[config.mk]
export PLATFORM = sky130hd
export DESIGN_NAME = cga_alu_smux_q
export DESIGN_NICKNAME = d
export VERILOG_FILES = /design/src/rtl/cga_alu_smux_q.sv
export SDC_FILE = /design/constraint.sdc
export NUM_CORES = 1
export LEC_CHECK = 0
export CORE_MARGIN = 1.5
export CORE_UTILIZATION = 60
export CTS_CLUSTER_DIAMETER = 30
export DETAILED_ROUTE_END_ITERATION = 6
export DONT_BUFFER_PORTS = 1
export GPL_ROUTABILITY_DRIVEN = 0
export GPL_TIMING_DRIVEN = 0
export PLACE_DENSITY = 0.76
export REMOVE_ABC_BUFFERS = 1
export SYNTH_ARGS = -nofsm -noshare
export SYNTH_HDL_FRONTEND = slang
export SYNTH_SLANG_ARGS = --single-unit
[constraint.sdc]
create_clock -name sysclk -period 5.9 [get_ports sysclk]
set_input_delay 0.59 -clock sysclk [delete_from_list [all_inputs] [get_ports sysclk]]
set_output_delay 0.59 -clock sysclk [all_outputs]
set_load 0.02 [all_outputs]
[src/rtl/cga_alu_smux_q.sv]
// ALU S-operand source selector with integrated Q register.
// The selected operand leaves through a registered 2-entry skid buffer (valid/ready).
module cga_alu_smux_q #(
  parameter int unsigned      WIDTH   = 16,
  parameter logic [WIDTH-1:0] Q_RESET = '0
) (
  input  logic             sysclk,
  input  logic             sys_rst_n,
  input  logic [WIDTH-1:0] a_in,
  input  logic [WIDTH-1:0] b_in,
  input  logic [WIDTH-1:0] f_in,
  input  logic             sa,
  input  logic             sb,
  input  logic [1:0]       q_op,
  input  logic             q_sin_msb,
  input  logic             q_sin_lsb,
  input  logic             in_valid,
  output logic             in_ready,
  output logic [WIDTH-1:0] s_out,
  output logic             out_valid,
  input  logic             out_ready,
  output logic [WIDTH-1:0] q_out,
  output logic             q_sout_lsb,
  output logic             q_sout_msb
);

  localparam logic [1:0] QOP_HOLD = 2'b00;
  localparam logic [1:0] QOP_LOAD = 2'b01;
  localparam logic [1:0] QOP_SHR  = 2'b10;
  localparam logic [1:0] QOP_SHL  = 2'b11;

  typedef enum logic [1:0] {
    ST_EMPTY = 2'd0,
    ST_ONE   = 2'd1,
    ST_TWO   = 2'd2
  } state_e;

  state_e           r_state;
  state_e           w_state_nxt;
  logic [WIDTH-1:0] r_main;
  logic [WIDTH-1:0] r_skid;
  logic [WIDTH-1:0] r_q;
  logic [WIDTH-1:0] w_main_nxt;
  logic [WIDTH-1:0] w_skid_nxt;
  logic [WIDTH-1:0] w_q_nxt;
  logic [WIDTH-1:0] w_sel;
  logic             w_acc;
  logic             w_pop;

  // Handshake flags decode registered state only; no out_ready -> in_ready path.
  assign in_ready   = (r_state != ST_TWO);
  assign out_valid  = (r_state != ST_EMPTY);
  assign s_out      = r_main;
  assign q_out      = r_q;
  assign q_sout_lsb = r_q[0];
  assign q_sout_msb = r_q[WIDTH-1];

  assign w_acc = in_valid && in_ready;
  assign w_pop = out_valid && out_ready;

  // S source mux; Q is the pre-update register value (read-before-write).
  always_comb begin
    w_sel = '0;
    unique case ({sb, sa})
      2'b00:   w_sel = r_q;
      2'b01:   w_sel = b_in;
      2'b10:   w_sel = '0;
      2'b11:   w_sel = a_in;
      default: w_sel = '0;
    endcase
  end

  // Q register next value; only applied on an accepted request.
  always_comb begin
    w_q_nxt = r_q;
    if (w_acc) begin
      unique case (q_op)
        QOP_HOLD: w_q_nxt = r_q;
        QOP_LOAD: w_q_nxt = f_in;
        QOP_SHR:  w_q_nxt = {q_sin_msb, r_q[WIDTH-1:1]};
        QOP_SHL:  w_q_nxt = {r_q[WIDTH-2:0], q_sin_lsb};
        default:  w_q_nxt = r_q;
      endcase
    end
  end

  // Skid buffer next-state and data steering.
  always_comb begin
    w_state_nxt = r_state;
    w_main_nxt  = r_main;
    w_skid_nxt  = r_skid;
    unique case (r_state)
      ST_EMPTY: begin
        if (w_acc) begin
          w_state_nxt = ST_ONE;
          w_main_nxt  = w_sel;
        end
      end
      ST_ONE: begin
        if (w_acc && !w_pop) begin
          w_state_nxt = ST_TWO;
          w_skid_nxt  = w_sel;
        end else if (w_pop && !w_acc) begin
          w_state_nxt = ST_EMPTY;
        end else if (w_acc && w_pop) begin
          w_main_nxt  = w_sel;
        end
      end
      ST_TWO: begin
        if (w_pop) begin
          w_state_nxt = ST_ONE;
          w_main_nxt  = r_skid;
        end
      end
      default: w_state_nxt = ST_EMPTY;
    endcase
  end

  always_ff @(posedge sysclk or negedge sys_rst_n) begin
    if (!sys_rst_n) begin
      r_state <= ST_EMPTY;
      r_main  <= '0;
      r_skid  <= '0;
      r_q     <= Q_RESET;
    end else begin
      r_state <= w_state_nxt;
      r_main  <= w_main_nxt;
      r_skid  <= w_skid_nxt;
      r_q     <= w_q_nxt;
    end
  end

endmodule

==> results.py <==
metrics = {
    "status": {
        "status": "complete, no violations",
    },
    "power": {
        "peakVddDrop_mv": 0.250,
        "p_per_area_nw_per_um2": 483,
        "leakage_uw": 0.00141,
    },
    "detailed_routing": {
        "route.final.wire_length_mm": 7.08,
        "dr.pass1.iters": 4,
        "drtIter0Drc": 87,
        "avgRoutedWirePerCell_um": 19.9,
        "routed-via-count": 2375,
        "drtAntennaViolNets": 0,
        "viasPerCell": 6.67,
        "drc": 0,
    },
    "sta": {
        "max_slew.worst_pin.slew_ns": 1.16,
        "final_hold_viol_count": 0,
        "fin_crit_sh": 0.482,
        "setup_viol": 0,
        "finalClockSkew_ns": 0.00641,
        "relSlewSlack": 0.225,
        "layout_min_cycle_time_ns": 2.84,
        "rsz0062_at_grt": "no",
        "fin_ws_ns": 3.06,
        "finalMaxSlewViolations": 0,
        "tns_ns": 0,
        "hold_ws_ns": 0.117,
        "fmax_ghz": 0.352,
    },
    "logic_synthesis": {
        "synth_seq_cells": 50,
        "ys_types": 31,
        "synth_edf_count": 0,
        "netlist_instances": 311,
        "ys_seq_area_frac": 0.392,
        "syn_area_per_cell_um2": 10.3,
        "yosysTopAreaCell": "dfrtp_1",
        "syn-cell-area_um2": 3190,
        "yosys_most_used_dff": "dfrtp_1",
        "yosysTopAreaCellShare": 0.392,
        "synth_area_leaders": "dfrtp_1 (39%), mux2i_1 (15%), o221a_1 (4.9%)",
        "async_reset_ff_frac": 1.00,
        "yosysWarnings": 0,
    },
    "cts": {
        "post_cts_resize_count": 0,
        "clk-insertion-delay-late_ns": 0.30,
        "clock-sinks": 50,
        "root_buffer": "clkbuf_8",
        "htreeDepth": 2,
        "cts_hold_buffers": 1,
        "cts_setup_buffers": 0,
        "path_clk_slew_ns": 0.09,
        "cts_buffers": 5,
        "clockBufferDepth": 2,
        "cts_tree": "yes",
    },
    "place": {
        "dpl-instance-area_um2": 3100,
        "pre_cts_ws_ns": 3.08,
        "hpwl_mm": 4.76,
        "port_buffers": 0,
    },
    "worst_setup_path": {
        "timing.rr.end": "s_out[4]",
        "critPathKind": "flip-flop to flip-flop",
        "r2r-start": "r_state[1]",
        "critPathMaxStageDelay_ns": 0.85,
        "end_kind": "flip-flop",
        "path_cells": "or2_2 > and2_1 > ha_1 > nor4bb_4 > buf_8 > o221a_1 > o22ai_1",
        "reg2reg_slack_ns": 3.06,
        "required_ns": 6.04,
        "rr_worst_depth": 7,
        "cp_data_arrival_time_ns": 2.98,
        "critical_path.n_buffers_inverters": 1,
        "crit_slowest_cell": "nor4bb_4",
        "critPathTopFamily": "simple AND/OR/NAND/NOR gates",
        "start_kind": "flip-flop",
        "path_max_fanout": 18,
    },
    "global_route": {
        "busiest_layer": "met2",
        "gr-total-overflow": 0,
        "grt_pass1_vias": 2334,
        "grt_max_degree": 51,
        "antenna_found_initial": 0,
        "track_usage": 0.258,
        "met2_usage": 0.423,
        "grt_pass1_wl_mm": 11.9,
        "grt_use_met1": 0.327,
        "met3_usage": 0.0771,
    },
    "floorplanning": {
        "rows": 26,
        "num_io_pins": 94,
        "die-area_um2": 5770,
        "start_util": 0.625,
        "die_x_um": 75.9,
        "die_y_um": 75.9,
        "core-area_um2": 5110,
    },
    "final_layout": {
        "drive_above_1_share": 0.112,
        "nets": 347,
        "syn2layout_area_growth_pct": 0.706,
        "final_core_util": 0.629,
        "stdcell_area_um2": 3210,
        "insertedDiodeCount": 0,
    },
    "flow_run": {
        "max_cap_violations": 0,
    },
    "min_path": {
        "hold_class": "primary input to asynchronous set/reset pin",
    },
}
-- stage by stage --
| step | cells | total power [µW] |
|---|---|---|
| after floorplan | 276 | 1200 |
| after global placement | 346 | 1310 |
| after detailed placement | 348 | 1360 |
| after CTS | 356 | 1560 |
| after global routing | 356 | 1660 |
| final | 356 | 1550 |
-- registers in the layout (all words and copies together), names as in the netlist --
register	cells
q_out	16
s_out	16
r_skid	16
r_state	2
-- how the worst max path moves through the flow --
stage / startpoint / endpoint / slack, ns / cells after the start
2_1_floorplan: r_state[1] / s_out[1] / 1.56 / 6
3_3_place_gp: r_state[1] / s_out[2] / 0.02 / 6
3_5_place_dp: r_state[1] / s_out[4] / 3.08 / 7
4_1_cts: r_state[1] / s_out[4] / 3.06 / 7
5_1_grt: r_state[1] / s_out[4] / 2.91 / 7
6_report: r_state[1] / s_out[4] / 3.06 / 7
-- placed cells by master, fill, tap and decap left out, drive strengths merged, types with 2 or more instances in the layout --
master / synthesis / routed
a21oi: 17 / 17
buf: 25 / 3
clkbuf: 10 / 5
clkinvlp: 0 / 2
dfrtp: 50 / 50
ha: 3 / 3
inv: 3 / 3
mux2: 16 / 16
mux2i: 48 / 48
nand2: 17 / 17
nand2b: 2 / 2
nand3: 16 / 16
nor2: 16 / 16
o21a: 16 / 16
o21ai: 16 / 16
o221a: 16 / 16
o22ai: 17 / 17
o31ai: 16 / 16
-- layout make-up --
type / instances / area, µm²
clock buffers: 5 / 68.8
clock inverters: 2 / 15.0
fillers: 444 / 1890
inverters: 3 / 11.3
multi-input cells: 223 / 1720
flip-flops and latches: 50 / 1250
well taps: 70 / 87.6
repair buffers: 3 / 57.6
-- layer usage --
| layer | vias up | share of wire |
|---|---|---|
| met5 | - | 0 |
| met4 | 0 | 0.011 |
| met3 | 6 | 0.070 |
| met2 | 84 | 0.50 |
| met1 | 1174 | 0.42 |
| li1 | 1111 | - |
-- synthesized netlist by cell type (all sizes together) (2+ instances only) --
master,n
o31ai,16
nor2,16
o221a,16
nand2b,2
nand3,16
ha,3
o22ai,17
a21oi,17
dfrtp,50
o21ai,16
nand2,17
buf,25
clkbuf,10
inv,3
mux2,16
o21a,16
mux2i,48
-- where the power goes --
| group | switching, µW | internal (µW) | leakage [µW] |
|---|---|---|---|
| clock | 112 | 81.1 | 0.0000362 |
| sequential | 298 | 495 | 0.000598 |
| combinational | 267 | 300 | 0.000779 |
| total | 678 | 876 | 0.00141 |
-- cell families (layout without fill, tap and decap cells) --
group,count (synthesis),after routing,synth area share
adders and majority gates,3,3,0.0118
AOI/OAI and AO/OA,100,100,0.222
buffers and inverters,38,13,0.0737
and+or+nand+nor,56,56,0.0815
muxes,64,64,0.219
DFF,50,50,0.392
Power figures use the tool's default switching activity.
